**src/rtl/bcd_serial_subtractor.sv**
```systemverilog
// Digit-serial packed-BCD subtractor: diff = a - b - bin, least significant digit first,
// one digit per clock, with a start/busy/done handshake and an invalid-digit report.
module bcd_serial_subtractor #(
    parameter int DIGITS = 4
) (
    input  logic                  clk,
    input  logic                  rst_n,
    input  logic                  start,
    input  logic [4*DIGITS-1:0]   a,
    input  logic [4*DIGITS-1:0]   b,
    input  logic                  bin,
    output logic                  busy,
    output logic                  done,
    output logic [4*DIGITS-1:0]   diff,
    output logic                  bout,
    output logic                  invalid
);

    localparam int W    = 4 * DIGITS;
    localparam int IDXW = (DIGITS > 1) ? $clog2(DIGITS) : 1;

    typedef enum logic {
        IDLE,
        RUN
    } state_t;

    state_t          state, state_next;
    logic [IDXW-1:0] idx, idx_next;
    logic [W-1:0]    a_sh, b_sh, a_sh_next, b_sh_next, diff_next;
    logic            brw, brw_next;
    logic            done_next, bout_next, invalid_next;
    logic [4:0]      t;
    logic [3:0]      d;
    logic            bad;

    function automatic logic has_bad_digit(input logic [W-1:0] v);
        logic r;
        r = 1'b0;
        for (int i = 0; i < DIGITS; i++) begin
            if (v[4*i +: 4] > 4'd9) begin
                r = 1'b1;
            end
        end
        return r;
    endfunction

    assign busy = (state == RUN);

    always_ff @(posedge clk) begin
        if (!rst_n) begin
            state   <= IDLE;
            idx     <= '0;
            a_sh    <= '0;
            b_sh    <= '0;
            brw     <= 1'b0;
            diff    <= '0;
            bout    <= 1'b0;
            invalid <= 1'b0;
            done    <= 1'b0;
        end else begin
            state   <= state_next;
            idx     <= idx_next;
            a_sh    <= a_sh_next;
            b_sh    <= b_sh_next;
            brw     <= brw_next;
            diff    <= diff_next;
            bout    <= bout_next;
            invalid <= invalid_next;
            done    <= done_next;
        end
    end

    // Operands are shifted right each RUN cycle so the current digit is always the low nibble.
    always_comb begin
        state_next   = state;
        idx_next     = idx;
        a_sh_next    = a_sh;
        b_sh_next    = b_sh;
        brw_next     = brw;
        diff_next    = diff;
        bout_next    = bout;
        invalid_next = invalid;
        done_next    = 1'b0;

        bad = has_bad_digit(a) | has_bad_digit(b);
        t   = {1'b0, a_sh[3:0]} - {1'b0, b_sh[3:0]} - {4'b0000, brw};
        d   = t[4] ? (t[3:0] + 4'd10) : t[3:0];

        case (state)
            IDLE: begin
                if (start) begin
                    if (bad) begin
                        done_next    = 1'b1;
                        invalid_next = 1'b1;
                        diff_next    = '0;
                        bout_next    = 1'b0;
                    end else begin
                        a_sh_next    = a;
                        b_sh_next    = b;
                        brw_next     = bin;
                        diff_next    = '0;
                        bout_next    = 1'b0;
                        invalid_next = 1'b0;
                        idx_next     = '0;
                        state_next   = RUN;
                    end
                end
            end
            RUN: begin
                diff_next[4*idx +: 4] = d;
                brw_next  = t[4];
                a_sh_next = a_sh >> 4;
                b_sh_next = b_sh >> 4;
                if (idx == IDXW'(DIGITS - 1)) begin
                    state_next = IDLE;
                    done_next  = 1'b1;
                    bout_next  = t[4];
                    idx_next   = '0;
                end else begin
                    idx_next = idx + 1'b1;
                end
            end
            default: state_next = IDLE;
        endcase
    end

endmodule

```
**config.mk**
```make
export PLATFORM = sky130hd
export DESIGN_NAME = bcd_serial_subtractor
export DESIGN_NICKNAME = d
export VERILOG_FILES = /design/src/rtl/bcd_serial_subtractor.sv
export SDC_FILE = /design/constraint.sdc
export NUM_CORES = 1
export LEC_CHECK = 0
export BUFFER_PORTS_ARGS = -buffer_cell sky130_fd_sc_hd__buf_2
export CAP_MARGIN = 10
export CORE_MARGIN = 2
export CORE_UTILIZATION = 50
export CTS_CLUSTER_SIZE = 12
export DETAILED_ROUTE_END_ITERATION = 8
export PLACE_DENSITY = 0.74
export SLEW_MARGIN = 0
export SYNTH_ARGS = -nofsm -noshare
export SYNTH_HDL_FRONTEND = slang
export SYNTH_SLANG_ARGS = --single-unit
```
**constraint.sdc**
```tcl
create_clock -name clk -period 4.7 [get_ports clk]
set_input_delay 0.705 -clock clk [delete_from_list [all_inputs] [get_ports clk]]
set_output_delay 0.705 -clock clk [all_outputs]
set_load 0.01 [all_outputs]
```
; Word-level counts from Yosys, hierarchy flattened
; Cells that the tools add are included.
[word_totals]
output_inout_bits = 20
regBits = 55
[op_classes]
n_bitwise = 2
n_reduce_logical = 3
addsub = 5
shift = 2
n_lt_le_gt_ge = 8
n_eq_ne = 4
mux = 36
[ops]
columns = op, count
row1 = 16-bit one-hot mux with 2 select lines, 3
row2 = 16-bit 2-to-1 mux, 5
row3 = 4-bit negator with 34-bit output, 1
row4 = "4-bit by 34-bit variable shift with 16-bit output, first input constant", 1
row5 = 4-bit by 34-bit variable part select with 16-bit output, 1
row6 = "4-bit > comparator, second input constant", 8
row7 = 1-bit 2-to-1 mux, 18
row8 = 16-bit bitwise mux, 1
row9 = 1-bit one-hot mux with 2 select lines, 4
row10 = 2-bit 2-to-1 mux, 3
row11 = 2-bit AND reduction, 3
row12 = 4-bit by 4-bit subtractor with 5-bit output, 1
row13 = 5-bit by 1-bit subtractor with 5-bit output, 1
row14 = "4-bit adder, second input constant", 1
row15 = 4-bit 2-to-1 mux, 1
row16 = "2-bit != test, second input constant", 2
row17 = 2-bit one-hot mux with 2 select lines, 1
row18 = "2-bit by 1-bit adder with 2-bit output, second input constant", 1
row19 = "2-bit equality test, second input constant", 1
row20 = "2-bit by 1-bit != test with 1-bit output, second input constant", 1
row21 = 1-bit NOT, 1
row22 = 1-bit bitwise OR, 1

; Longest topological paths before layout
[logic_depth]
ltp_word = 9
ltp_mapped = 9
mapped_depth_nobuf = 9

; Worst setup path before layout
; OpenSTA, ideal clock, no wires.
[synth_timing]
path_type = register -> register
from = register b_sh[0]
to = register diff[11]
synth_period_minus_slack_ps = 2322
setup_ps = 63
n_path_buf = 1
t_arrival_ps = 2260
setup_slack_ps = 2378
stages_incl_launch_ff = 10
cell_sequence = dfxtp_1 -> inv_1 -> fa_1 -> fa_1 -> nand2b_1 -> a21oi_2 -> xnor2_1 -> buf_6 -> or4_1 -> nand3_1
[synth_between]
elab_chain_len = 7
[synth_rtl]
columns = item, line
row1 = "start, declared", 29  ; logic [W-1:0] a_sh, b_sh, a_sh_next, b_sh_next, diff_next;
row2 = "start signal, assigned", 64  ; b_sh <= b_sh_next;
row3 = 4-bit by 4-bit subtractor with 5-bit output (*), 86  ; t = {1'b0, a_sh[3:0]} - {1'b0, b_sh[3:0]} - {4'b0000, brw};
row4 = 5-bit by 1-bit subtractor with 5-bit output (*), 86
row5 = 4-bit adder, 87  ; d = t[4] ? (t[3:0] + 4'd10) : t[3:0];
row6 = 4-bit 2-to-1 mux (*), 87
row7 = 4-bit by 34-bit variable part select with 16-bit output (*), 110  ; diff_next[4*idx +: 4] = d;
row8 = 16-bit bitwise mux (*), 110
row9 = 16-bit one-hot mux with 2 select lines (*), 89  ; case (state)
row10 = "end signal, assigned", 66  ; diff <= diff_next;
row11 = "end, declared", 14  ; output logic [4*DIGITS-1:0] diff,
; Mark *: on every way between the ends. The rest lies on a longest branch, timed or not.
; A chain may end at the register's enable or synchronous reset.

; Worst setup path in the final report
[layout_timing]
from = register b_sh[0]
to = register diff[2]
; The elaborated chain is that of the path after synthesis.

==> flow_metrics.py <==
metrics = {
    "synthesis": {
        "synth_nets": 328,
        "avgSynthCellArea_um2": 9.30,
        "synthesis.area_um2": 2590,
        "synth-seq-cells": 55,
        "yosys_warnings": 0,
        "seq_area_frac_synth_pct": 42.5,
        "synth_cells": 279,
        "synth_cell_types": 40,
    },
    "clock_network": {
        "clk_pin_slew_ns": 0.10,
        "cts_made_buffers": 5,
        "clkLatencyLatePin_ns": 0.30,
        "htreeDepth": 2,
        "clk_path_buf_depth": 2,
        "cts_resized": 0,
        "clock-root-buffer": "clkbuf_8",
        "cts_hold_buffers": 0,
        "post_cts_buffers": 0,
        "cts_sinks": 55,
        "cts_tree": "built",
    },
    "worst_setup_path": {
        "arrival_ns": 2.87,
        "start_kind": "register",
        "end_kind": "register",
        "critPathBufInv": 1,
        "cp_common_cell": "fa_1",
        "worst-setup-path-type": "register to register",
        "max_stage_delay_ns": 0.43,
        "crit_required_ns": 4.89,
        "worstPathCellList": "inv_1 -> fa_1 -> fa_1 -> nand2b_1 -> a21oi_2 -> xnor2_1 -> mux2i_1 -> o21ai_0",
        "critPathSlowestCell": "fa_1",
        "critPathTopFamily": "adder cells",
        "cp_max_fo": 11,
    },
    "power": {
        "ir_worst_vdd_mv": 0.165,
        "power.density_nw_per_um2": 299,
        "leakage_uw": 0.00117,
    },
    "sta": {
        "hold_violations": 0,
        "whs_ns": 0.454,
        "slew_violations": 0,
        "setup_viol": 0,
        "min_period_over_period_pct": 57.1,
        "rsz0062_at_grt": "false",
        "fin_ws_ns": 2.01,
        "finClkSkew_ns": 0.00818,
        "timing.fmax_mhz": 372,
        "fin_crit_ns": 2.69,
        "tightest_slew_ns": 0.998,
        "relSlewSlack_pct": 33.5,
        "tns_ns": 0,
    },
    "global_route": {
        "grt_pass1_wl_um": 9900,
        "grt_overflow": 0,
        "grt_max_degree": 47,
        "antenna_found_initial": 0,
        "grt_pass1_vias": 2131,
        "grtUsageMet1_pct": 27.3,
        "grt_use_total_pct": 20.7,
        "busiest_layer": "met2",
        "use_met2_pct": 34.6,
        "met3_usage_pct": 4.15,
    },
    "placement": {
        "post-place-ws_ns": 1.99,
        "dpl_cell_area_um2": 2870,
        "portBuffers": 55,
        "hpwl_um": 4160,
        "gp_congestion": 0.808,
        "dp.cells": 389,
    },
    "route": {
        "wl_um": 5780,
        "vias_per_cell": 5.57,
        "detail-route-antenna-nets": 0,
        "dr.first_iter.drc_count": 134,
        "drc": 0,
        "num_vias": 2212,
        "routedWlPerCell_um": 14.6,
        "dr.pass1.iters": 5,
    },
    "floorplan": {
        "row_count": 26,
        "die_x_um": 76.0,
        "fp.coreArea_um2": 5040,
        "num_io_pins": 56,
        "initial_core_util_pct": 51.4,
        "die_h_um": 76.0,
        "dieArea_um2": 5780,
    },
    "layout": {
        "fillerInstances": 436,
        "layout.nets": 375,
        "syn_to_final_growth_pct": 15.9,
        "insertedDiodeCount": 0,
        "drive_gt1_share_pct": 20.8,
        "stdcell_count": 397,
        "most-common-layout-cells": "dfxtp_1, buf_2, nand2_1",
        "layout.cell_area.non_filler_um2": 3010,
    },
    "outcome": {
        "status": "finished clean",
    },
    "min_path": {
        "hp-class": "register to register",
    },
    "run": {
        "drv_cap": 0,
    },
}
## sequential cells by signal, indices dropped and copies added, names as in the netlist
| name | count |
|---|---|
| done | 1 |
| bout | 1 |
| b_sh | 16 |
| idx | 2 |
| invalid | 1 |
| diff | 16 |
| a_sh | 16 |
| brw | 1 |
| busy | 1 |
## layout make-up
| type | instances | area, µm² | share of cell area, % |
|---|---|---|---|
| tap | 70 | 87.6 | 2.91 |
| multi-input combinational | 193 | 1340 | 44.6 |
| clock inverter | 2 | 60.1 | 2.00 |
| timing repair buffer | 57 | 290 | 9.66 |
| inverter | 14 | 52.6 | 1.75 |
| sequential | 55 | 1100 | 36.6 |
| clock buffer | 6 | 72.6 | 2.41 |
## tightest hold or removal path: stages (launching register included)
cell and delay [ns]:
dfxtp_1 0.33, nand2_1 0.04, o21ai_0 0.05
## worst paths after layout
| path | depth (start not counted) | endpoint | slack [ns] | from |
|---|---|---|---|---|
| hold reg to reg | 2 | diff[1]$_SDFFE_PN0P_ | 0.45 | diff[1]$_SDFFE_PN0P_ |
| hold / removal | 2 | diff[1]$_SDFFE_PN0P_ | 0.45 | diff[1]$_SDFFE_PN0P_ |
| setup reg to reg | 8 | diff[2]$_SDFFE_PN0P_ | 2.01 | b_sh[0]$_SDFFE_PN0P_ |
| setup / recovery | 8 | diff[2]$_SDFFE_PN0P_ | 2.01 | b_sh[0]$_SDFFE_PN0P_ |
## metrics by stage
| stage | total power, µW | utilization, % |
|---|---|---|
| finish | 898 | 59.6 |
| global route | 929 | 59.6 |
| CTS | 905 | 59.6 |
| detailed placement | 544 | 57.0 |
| global placement | 543 | 57.0 |
| floorplan | 518 | - |
## cells in the mapped netlist, drive strengths merged
cell type / instances / share of area [%]
and2: 4 / 0.96
nand3: 10 / 1.9
a2bb2oi: 1 / 0.34
a21oi: 5 / 1.1
or4: 4 / 1.2
a22oi: 10 / 2.9
buf: 9 / 2.7
inv: 14 / 2.0
o21ai: 21 / 4.1
o31a: 1 / 0.34
a222oi: 14 / 5.4
mux2i: 9 / 3.5
nor3: 3 / 1.0
xnor2: 2 / 0.68
or3: 1 / 0.24
nand2b: 3 / 0.72
o21a: 1 / 0.29
a32oi: 2 / 0.68
o211ai: 3 / 0.87
nand4: 7 / 2.2
fa: 2 / 1.5
nand3b: 1 / 0.29
o2111ai: 1 / 0.34
dfxtp: 55 / 42
clkbuf: 8 / 1.2
nor3b: 1 / 0.29
nand2: 27 / 3.9
ha: 11 / 5.3
and3b: 1 / 0.34
xor2: 3 / 1.0
nor2: 12 / 1.7
a21boi: 14 / 4.1
nor2b: 19 / 4.6
## report_power, final
part | total (µW) | leakage, µW | internal, µW | switching, µW
clock | 365 | 0.0000654 | 213 | 152
sequential | 472 | 0.000444 | 469 | 2.43
combinational | 61.3 | 0.000664 | 25.5 | 35.9
## logic make-up (layout without fill, tap and decap cells)
logic type | count (synthesis) | in the layout | synth area share, %
adder cells (fa/ha/maj) | 13 | 13 | 6.85
AND/OR/NAND/NOR | 93 | 93 | 19.3
multiplexers | 9 | 9 | 3.47
flip-flops | 55 | 55 | 42.5
XOR/XNOR | 5 | 5 | 1.69
buffers and inverters | 31 | 79 | 5.84
AO/OA/AOI/OAI | 73 | 73 | 20.4
## routing by layer
layer  vias to the layer above  wire, µm
li1                       1097         -
met1                      1057      2610
met2                        52      2810
met3                         6       295
met4                         0        64
met5                         -         0
Power figures use the tool's default switching activity.
